### config.mk
export PLATFORM = sky130hd
export DESIGN_NAME = rf_delay_calibrator
export DESIGN_NICKNAME = d
export VERILOG_FILES = /design/src/rtl/rf_delay_calibrator.sv
export SDC_FILE = /design/constraint.sdc
export NUM_CORES = 1
export LEC_CHECK = 0
export ABC_CLOCK_PERIOD_IN_PS = 2690
export CORE_MARGIN = 2
export CORE_UTILIZATION = 46
export CTS_BUF_LIST = sky130_fd_sc_hd__clkbuf_8
export CTS_CLUSTER_DIAMETER = 80
export DETAILED_ROUTE_END_ITERATION = 16
export DONT_BUFFER_PORTS = 1
export HOLD_SLACK_MARGIN = 0.06
export MAX_ROUTING_LAYER = met4
export SLEW_MARGIN = 20
export SYNTH_ARGS = -nofsm -noshare
export SYNTH_HDL_FRONTEND = slang
export SYNTH_SLANG_ARGS = --single-unit
### constraint.sdc
create_clock -name clk -period 2.69 [get_ports clk]
set_input_delay 0.269 -clock clk [delete_from_list [all_inputs] [get_ports clk]]
set_output_delay 0.269 -clock clk [all_outputs]
set_load 0.02 [all_outputs]
### src/rtl/rf_delay_calibrator.sv
// rf_delay_calibrator
// Calibrates the RF matched-delay line. For each of the four delay taps it
// launches SAMPLES four-phase test pulses. It times the synchronised return
// edge and keeps the worst-case latency per tap. It then picks the shortest
// tap whose worst case reaches target_cycles. The chosen tap stays on
// delay_select until the next accepted start or reset.
module rf_delay_calibrator #(
    parameter int CW      = 8,
    parameter int SAMPLES = 4,
    parameter int TIMEOUT = 255
) (
    input  logic          clk,
    input  logic          rst_n,
    input  logic          start,
    input  logic [CW-1:0] target_cycles,
    output logic          cal_req,
    input  logic          cal_ack,
    output logic [1:0]    delay_select,
    output logic          busy,
    output logic          cal_valid,
    output logic          short_flag,
    output logic          error,
    output logic [CW-1:0] meas_lat
);

    localparam int            SW        = (SAMPLES > 1) ? $clog2(SAMPLES) : 1;
    localparam logic [SW-1:0] SMP_LAST  = SW'(SAMPLES - 1);
    localparam logic [CW-1:0] TMO       = CW'(TIMEOUT);
    localparam logic [1:0]    SEL_LAST  = 2'd3;

    typedef enum logic [2:0] {
        IDLE,
        SETUP,
        RISE,
        FALL,
        NEXT,
        DECIDE,
        DONE
    } state_e;

    state_e        state_q, state_d;
    logic          ack_meta_q, ack_s_q;
    logic [CW-1:0] target_q, target_d;
    logic [1:0]    sel_q, sel_d;
    logic [SW-1:0] smp_q, smp_d;
    logic [CW-1:0] cnt_q, cnt_d;
    logic [CW-1:0] max_q [4];
    logic [CW-1:0] max_d [4];
    logic          cal_req_q, cal_req_d;
    logic [1:0]    dsel_q, dsel_d;
    logic          busy_q, busy_d;
    logic          valid_q, valid_d;
    logic          short_q, short_d;
    logic          error_q, error_d;
    logic [CW-1:0] lat_q, lat_d;

    logic [CW-1:0] cnt_inc;
    logic [1:0]    pick;
    logic          pick_ok;

    // Two-flop synchroniser: ack_s_q is the only view of cal_ack the FSM uses.
    always_ff @(posedge clk or negedge rst_n) begin
        if (!rst_n) begin
            ack_meta_q <= 1'b0;
            ack_s_q    <= 1'b0;
        end else begin
            // NOTE: sequential state uses non-blocking assignments so every flop
            // samples pre-edge values; blocking here would collapse the two stages.
            ack_meta_q <= cal_ack;
            ack_s_q    <= ack_meta_q;
        end
    end

    // Latency counter increment, saturating at all-ones.
    assign cnt_inc = (cnt_q == '1) ? cnt_q : cnt_q + 1'b1;

    // Selection: smallest tap whose worst-case latency meets the target, else tap 3.
    always_comb begin
        pick    = SEL_LAST;
        pick_ok = 1'b0;
        for (int s = 3; s >= 0; s--) begin
            if (max_q[s] >= target_q) begin
                pick    = 2'(s);
                pick_ok = 1'b1;
            end
        end
    end

    // Next-state and next-output logic for the calibration sequencer.
    always_comb begin
        // NOTE: every variable gets its hold value first, so no path through the
        // case statement can leave one unassigned and infer a latch.
        state_d   = state_q;
        target_d  = target_q;
        sel_d     = sel_q;
        smp_d     = smp_q;
        cnt_d     = cnt_q;
        max_d     = max_q;
        cal_req_d = cal_req_q;
        dsel_d    = dsel_q;
        busy_d    = busy_q;
        valid_d   = valid_q;
        short_d   = short_q;
        error_d   = error_q;
        lat_d     = lat_q;

        unique case (state_q)
            // DONE behaves like IDLE for start, so results hold until a new run is accepted.
            IDLE, DONE: begin
                if (start) begin
                    target_d = target_cycles;
                    sel_d    = 2'd0;
                    smp_d    = '0;
                    cnt_d    = '0;
                    for (int s = 0; s < 4; s++) max_d[s] = '0;
                    valid_d  = 1'b0;
                    short_d  = 1'b0;
                    error_d  = 1'b0;
                    busy_d   = 1'b1;
                    dsel_d   = 2'd0;
                    state_d  = SETUP;
                end
            end

            // The tap was driven on entry; this cycle lets it settle before the pulse.
            SETUP: begin
                cal_req_d = 1'b1;
                cnt_d     = '0;
                state_d   = RISE;
            end

            // cnt_q equals the number of edges since the launch edge, up to and
            // including the edge at which ack_s_q captured 1.
            RISE: begin
                if (ack_s_q) begin
                    if (cnt_q > max_q[sel_q]) max_d[sel_q] = cnt_q;
                    cal_req_d = 1'b0;
                    cnt_d     = '0;
                    state_d   = FALL;
                end else if (cnt_q >= TMO) begin
                    cal_req_d = 1'b0;
                    dsel_d    = SEL_LAST;
                    lat_d     = '0;
                    error_d   = 1'b1;
                    valid_d   = 1'b1;
                    busy_d    = 1'b0;
                    state_d   = DONE;
                end else begin
                    cnt_d = cnt_inc;
                end
            end

            // Return-to-zero phase; the next pulse only starts once ack is low again.
            FALL: begin
                if (!ack_s_q) begin
                    if (smp_q == SMP_LAST) begin
                        state_d = NEXT;
                    end else begin
                        smp_d   = smp_q + 1'b1;
                        state_d = SETUP;
                    end
                end else if (cnt_q >= TMO) begin
                    dsel_d  = SEL_LAST;
                    lat_d   = '0;
                    error_d = 1'b1;
                    valid_d = 1'b1;
                    busy_d  = 1'b0;
                    state_d = DONE;
                end else begin
                    cnt_d = cnt_inc;
                end
            end

            // Advance to the next tap, or finish the sweep.
            NEXT: begin
                smp_d = '0;
                if (sel_q != SEL_LAST) begin
                    sel_d   = sel_q + 1'b1;
                    dsel_d  = sel_q + 1'b1;
                    state_d = SETUP;
                end else begin
                    state_d = DECIDE;
                end
            end

            // Publish the chosen tap and its worst-case latency.
            DECIDE: begin
                dsel_d  = pick;
                lat_d   = max_q[pick];
                short_d = !pick_ok;
                valid_d = 1'b1;
                busy_d  = 1'b0;
                state_d = DONE;
            end

            default: state_d = IDLE;
        endcase
    end

    // State and output registers; reset aborts any run and discards partial results.
    always_ff @(posedge clk or negedge rst_n) begin
        if (!rst_n) begin
            state_q   <= IDLE;
            target_q  <= '0;
            sel_q     <= 2'd0;
            smp_q     <= '0;
            cnt_q     <= '0;
            // NOTE: the max table is four plain registers, not a RAM, so it takes
            // the async reset like any other state.
            for (int s = 0; s < 4; s++) max_q[s] <= '0;
            cal_req_q <= 1'b0;
            dsel_q    <= SEL_LAST;
            busy_q    <= 1'b0;
            valid_q   <= 1'b0;
            short_q   <= 1'b0;
            error_q   <= 1'b0;
            lat_q     <= '0;
        end else begin
            state_q   <= state_d;
            target_q  <= target_d;
            sel_q     <= sel_d;
            smp_q     <= smp_d;
            cnt_q     <= cnt_d;
            max_q     <= max_d;
            cal_req_q <= cal_req_d;
            dsel_q    <= dsel_d;
            busy_q    <= busy_d;
            valid_q   <= valid_d;
            short_q   <= short_d;
            error_q   <= error_d;
            lat_q     <= lat_d;
        end
    end

    assign cal_req      = cal_req_q;
    assign delay_select = dsel_q;
    assign busy         = busy_q;
    assign cal_valid    = valid_q;
    assign short_flag   = short_q;
    assign error        = error_q;
    assign meas_lat     = lat_q;

endmodule
==> impl_results.md, run 1 <==
- Area Overhead vs Synth: 20.37%
- First-pass GRT wire length: 21.26 mm
- TritonCTS clock tree: done
- Synth warnings: 0
- Clock buffer count from CTS: 9
- Fmax: 370.6 MHz
- VDD IR-drop max: 0.0004949 V
- Final instance area: 0.005737 mm2
- Root Buffer: clkbuf_8
- Worst EP arrival: 2.97 ns
- Clock Skew: 0.01411 ns
- Relative slew slack: 51.52%
- Status: finished, violations left
- Launching point of the worst reg2reg path: sel_q[0]
- Failing checks: setup timing
- Final setup fails: 1
- Crit-path max cell delay: 0.49 ns
- Sequential area share after synthesis: 37.86%
- Routed WL per cell: 20.49 um
- Final Non-Filler Cells: 665
- Syn Area/Cell: 9.970 um2
- Largest net degree at the start of global routing: 73
- Hold wc startpoint: start
- Synthesized flop and latch total: 72
- Post-synth top flop: dfrtp_1
- Internal Power: 2.778 mW
- Clock Path Buffers: 2
- Switching share of power: 40.85%
- Die Footprint: 0.01119 mm2
- CP cell instances: buf_12 -> buf_4 -> mux4_2 -> inv_1 -> ha_1 -> a21oi_1 -> nor2b_1 -> o21ai_2 -> nand2b_4 -> o211ai_4 -> buf_12 -> mux2i_2
- P_leak: 2.794 nW
- PortBufs: 0
- Mapped Area: 0.004766 mm2
- DRT Wirelength: 13.63 mm
- Least-Margin Pin Slew: 0.7246 ns
- Setup CP Type: flop to flop
- Pre-CTS setup slack: -0.1693 ns
- Initial antenna violation count: 0
- Commonest cells after routing, fill and taps aside: 76 x nand2_1, 70 x dfrtp_1, 44 x ha_1
- Final Util: 56.33%
- GRT Residual Overflow: 0
- Vias in the first global route: 3880
- Synth area leaders: dfrtp_1 37%, ha_1 12%, mux2i_1 8.8%, nand2_1 6.0%, mux4_2 3.8%
- Commonest non-fill, non-tap cell in the layout: nand2_1
- Reg power frac: 33.1%
- Net Count, Synth: 536
- Tcrit/Tclk final: 100.3%
- ANT cells: 0
- Max_cap viols: 0
- Asr flop ratio synth: 100.0%
- Routability cong.: 0.9179
- Worst Setup SP: sel_q[0]
- Post-synth EDFFs: 0
- WHS Path Cells: 3
- Fin. Hold Viols: 0
- Starting Density: 46.79%
- Clock sinks: 72
- Unrepaired setup endpoints after global routing: true
- Critical path launch point type: flop
- Minimum clock period: 2.698 ns
- Slowest cell on crit path: mux4_2
- Via density: 5.893
- Die height: 105.8 um
- Final ANT Viol Nets: 0
- Io pins: 27
- Detailed placement HPWL: 9.521 mm
- Initial DRC Count: 255
- # rows: 37
- Crit path required time: 2.96 ns
- Netlist cell types: 58
- Die X: 105.8 um
- Critical-path maximum fanout: 8
- Synth top area share: 36.76%
- Reg clk slew, reported paths: 0.08 ns
- Most used cell, CP: buf_12
- Clock network power share: 19.7%
- PwrDens: 818.7 mW/mm2
- Area leader, netlist: dfrtp_1
- Final nets: 582
- Design Power: 4.697 mW
- DRC viols: 0
- Placed cell areas: 0.005060 mm2
- Worst reg-to-reg path cell count: 12
- Cell total after placement: 619
- CP Capture Type: flop
- Number of H-tree levels: 3
- Layout cell share with drive strength beyond 1: 20.79%
- TritonRoute pass-1 iters: 5
- HP Class: input pin to flop
- Global Route Usage Sum: 25.87%
- Max-slew violations: 0
- Setup TNS: -0.007982 ns
- Comb pwr share: 47.2%
- Hold_ws: 0.1623 ns
- Net Switching: 1.919 mW
- CORE AREA: 0.01018 mm2
- Vias post-DR: 3919
- Clock latency at the later pin of the worst-skew pair: 0.37 ns
- Final WS setup: -0.007982 ns
- Post-Syn Instances: 478
## layout make-up
class                      instances  area [um2]
clock buffer                      12       165.2
multi-input combinational        355        2870
timing repair buffer              58       576.8
inverter                          28       105.1
sequential                        72        1804
tap                              136       170.2
fill                             880        4448
clock inverter                     4       45.04
## final timing paths
| kind | to | slack (ns) |
|---|---|---|
| setup / recovery | max_q[21] | -0.008 |
| min in group asynchronous | target_q[1] | 0.42 |
| hold / removal | state_q[1] | 0.16 |
| setup reg to reg | max_q[21] | -0.008 |
| max in group asynchronous | delay_select[1] | 1.90 |
| hold reg to reg | ack_s_q | 0.36 |
## power by group through the flow
stage	combinational (mW)	clock, mW	sequential (mW)
5_1_grt	2.44	0.978	1.59
3_3_place_gp	1.78	0	1.57
6_report	2.22	0.926	1.55
2_1_floorplan	1.47	0	1.46
3_5_place_dp	1.82	0	1.57
4_1_cts	1.99	0.930	1.55
## cells in the mapped netlist, drive strengths merged, types with 10 or more instances
cell,instances
nand2,76
dfrtp,70
ha,46
mux2i,42
a21oi,28
inv,28
nor2,21
o21ai,14
buf,13
nand3,11
clkbuf,10
nand2b,10
## layer usage
layer / track usage (%) / up-vias / wire length [um]
met2: 38.66 / 134 / 6316
met5: - / - / 0
li1: - / 1829 / -
met3: 4.329 / 43 / 646
met4: 13.82 / 0 / 635
met1: 33.78 / 1913 / 6029
## worst max-delay path: cells and delay by family, from the launching register on
kind	cells	cell delay (ns)
mux	2	0.73
compound gates	3	0.58
buf+inv	4	0.48
flops	1	0.37
fa+ha+maj	1	0.24
simple gates	2	0.21
## sequential cells by signal, indices dropped and copies added, names as in the netlist
register	flops
ack_meta_q	1
ack_s_q	1
busy	1
cal_req	1
cal_valid	1
cnt_q	8
delay_select	2
error	1
max_q	32
meas_lat	8
sel_q	2
short_flag	1
smp_q	2
state_q	3
target_q	8
## what timing repair did
item	CTS	global route
pin swaps	6	12
setup buffers	8	13
resized for setup	8	26
gates cloned	0	1
endpoints found under the setup margin	35	37
hold buffers	11	0
hold endpoints to repair	81	0
## kinds of logic (layout without fill, tap and decap cells)
group	Yosys count	count (layout)	synth area share, %
AO/OA/AOI/OAI	103	103	15.83
XOR/XNOR	5	5	0.9190
adder cells (fa/ha/maj)	46	46	12.08
buffers and inverters	51	102	4.726
flip-flops	72	72	37.86
multiplexers	58	58	14.96
AND/OR/NAND/NOR	143	143	13.63
No activity file was read; power rests on OpenSTA's default activity.
==> inputs of run 2 (changes only) <==
Settings changed: TNS_END_PERCENT from default to 50.
==> run 2 against run 1 <==
The run still ends with setup timing left. Wire length decreased by 0.47%. Power about the same. Count of clock-buffer cells in the layout unchanged. Global-route usage increased by 0.17 points. Non-clock buffer count decreased by 2. First-iteration DRC count increased by 7.8%. Clock skew decreased by 0.0043 ns. Largest cell class unchanged.
==> impl_results.md, run 2 (synthesis gave the netlist of run 1 again) <==
- HP Class: input pin to flop (unchanged)
- Clock Skew: 0.009852 ns (was 0.01411 ns)
- Worst reg-to-reg path cell count: 8 (was 12)
- Clock latency at the later pin of the worst-skew pair: 0.37 ns (about the same)
- Commonest cells after routing, fill and taps aside: 76 x nand2_1, 70 x dfrtp_1, 45 x ha_1 (was 76 x nand2_1, 70 x dfrtp_1, 44 x ha_1)
- Vias in the first global route: 3884 (was 3880)
- Clock Path Buffers: 2 (unchanged)
- First-pass GRT wire length: 21.37 mm (was 21.26 mm)
- Final WS setup: -0.03128 ns (was -0.007982 ns)
- R2r setup slk: -0.03 ns (was -0.008 ns)
- Largest register FFs: 32 (unchanged)
- WHS Path Cells: 3 (unchanged)
- Routed WL per cell: 20.46 um (was 20.49 um)
- Die height: 105.8 um (unchanged)
- Commonest non-fill, non-tap cell in the layout: nand2_1 (unchanged)
- Initial antenna violation count: 0 (unchanged)
- Fin. Hold Viols: 0 (unchanged)
- CP Capture Type: flop (unchanged)
- Vias post-DR: 3925 (was 3919)
- Global Route Usage Sum: 26.04% (was 25.87%)
- DRC viols: 0 (unchanged)
- Area Overhead vs Synth: 19.53% (was 20.37%)
- Max_cap viols: 0 (unchanged)
- Status: finished, violations left (unchanged)
- Hold_ws: 0.1668 ns (was 0.1623 ns)
- GRT Residual Overflow: 0 (unchanged)
- Pre-CTS setup slack: -0.1693 ns (unchanged)
- Critical path launch point type: flop (unchanged)
- Launching point of the worst reg2reg path: target_q[0] (was sel_q[0])
- WHS Endpoint: state_q[1] (unchanged)
- Initial DRC Count: 275 (was 255)
- P_leak: 2.776 nW (was 2.794 nW)
- PortBufs: 0 (unchanged)
- Worst EP arrival: 2.98 ns (was 2.97 ns)
- Reg clk slew, reported paths: 0.08 ns (about the same)
- PwrDens: 825.2 mW/mm2 (was 818.7 mW/mm2)
- Slowest cell on crit path: dfrtp_1 (was mux4_2)
- Tcrit/Tclk final: 101.2% (was 100.3%)
- Relative slew slack: 49.69% (was 51.52%)
- Clock sinks: 72 (unchanged)
- Final ANT Viol Nets: 0 (unchanged)
- Number of H-tree levels: 3 (unchanged)
- VDD IR-drop max: 0.0004827 V (was 0.0004949 V)
- Max-slew violations: 0 (unchanged)
- Detailed placement HPWL: 9.521 mm (unchanged)
- Clock buffer count from CTS: 9 (unchanged)
- Hold wc startpoint: start (unchanged)
- Final instance area: 0.005697 mm2 (was 0.005737 mm2)
- Crit path required time: 2.95 ns (was 2.96 ns)
- Setup CP Type: flop to flop (unchanged)
- Io pins: 27 (unchanged)
- Worst R2R End: meas_lat[7] (was max_q[21])
- Root Buffer: clkbuf_8 (unchanged)
- Final setup fails: 2 (was 1)
- TritonCTS clock tree: done (unchanged)
- Via density: 5.920 (was 5.893)
- Die X: 105.8 um (unchanged)
- # rows: 37 (unchanged)
- Largest net degree at the start of global routing: 73 (unchanged)
- Unrepaired setup endpoints after global routing: true (unchanged)
- DRT Wirelength: 13.56 mm (was 13.63 mm)
- Fmax: 367.5 MHz (was 370.6 MHz)
- CORE AREA: 0.01018 mm2 (unchanged)
- Final nets: 580 (was 582)
- Routability cong.: 0.9179 (unchanged)
- TritonRoute pass-1 iters: 5 (unchanged)
- Largest register by flop count: max_q (unchanged)
- CP cell instances: ha_1 -> nand2b_1 -> a2111o_1 -> a221oi_2 -> buf_4 -> mux2i_2 -> o221ai_1 -> a22o_1 (was buf_12 -> buf_4 -> mux4_2 -> inv_1 -> ha_1 -> a21oi_1 -> nor2b_1 -> o21ai_2 -> nand2b_4 -> o211ai_4 -> buf_12 -> mux2i_2)
- Die Footprint: 0.01119 mm2 (unchanged)
- Minimum clock period: 2.721 ns (was 2.698 ns)
- Placed cell areas: 0.005060 mm2 (unchanged)
- Critical-path maximum fanout: 5 (was 8)
- Starting Density: 46.79% (unchanged)
- Crit-path max cell delay: 0.44 ns (was 0.49 ns)
- Failing checks: setup timing (unchanged)
- ANT cells: 0 (unchanged)
- Layout cell share with drive strength beyond 1: 19.35% (was 20.79%)
- Least-Margin Pin Slew: 0.7518 ns (was 0.7246 ns)
## run 2: through the flow
stage               std cells  setup TNS (ns)  total power [mW]  util, %
finish                    663        -0.03446             4.701    55.93
global route              663          -1.336             5.011    55.93
CTS                       651       -0.008904             4.461    54.42
detailed placement        619          -4.428             3.391    49.68
global placement          619          -1.458             3.343    49.68
floorplan                 478          -1.055             2.932        -
## run 2: critical path, delay by kind of cell, from the launching register on
family / cells / cell delay (ns)
compound gates: 4 / 1.21
fa+ha+maj: 1 / 0.30
buf+inv: 1 / 0.25
flops: 1 / 0.44
mux: 1 / 0.29
simple gates: 1 / 0.14
## run 2: what timing repair did
action / CTS / global route
gates cloned: 0 / 1
gates resized for setup: 10 / 17
setup buffers: 5 / 14
endpoints found under the setup margin: 35 / 38
hold buffers: 11 / 0
hold endpoints to repair: 81 / 0
pin swaps: 6 / 7
## run 2: metal layers
metal | vias up | global-route usage, % | wire length (um)
li1 | 1829 | - | -
met1 | 1938 | 33.89 | 6055
met2 | 120 | 38.99 | 6273
met3 | 38 | 4.329 | 609
met4 | 0 | 14.10 | 626
met5 | - | - | 0
## run 2: worst max-delay path by stage
| stage | from | endpoint | cells past startpoint |
|---|---|---|---|
| final | target_q[0] | meas_lat[7] | 8 |
| after global routing | sel_q[0] | max_q[21] | 12 |
| after CTS | target_q[0] | meas_lat[5] | 8 |
| after detailed placement | sel_q[0] | max_q[30] | 10 |
| after global placement | target_q[0] | meas_lat[5] | 8 |
| after floorplan | sel_q[0] | max_q[0] | 10 |
## run 2: power by group
group / internal (mW) / switching (mW) / total [mW]
clock: 0.498 / 0.425 / 0.923
sequential: 1.28 / 0.280 / 1.56
combinational: 1.01 / 1.21 / 2.22
## run 2: final cells by class
| class | instances | area (um2) |
|---|---|---|
| Clock buffer | 12 | 165.2 |
| Clock inverter | 4 | 45.04 |
| Fill cell | 891 | 4488 |
| Inverter | 28 | 105.1 |
| Multi-Input combinational cell | 355 | 2849 |
| Sequential cell | 72 | 1804 |
| Tap cell | 136 | 170.2 |
| Timing Repair Buffer | 56 | 558.0 |
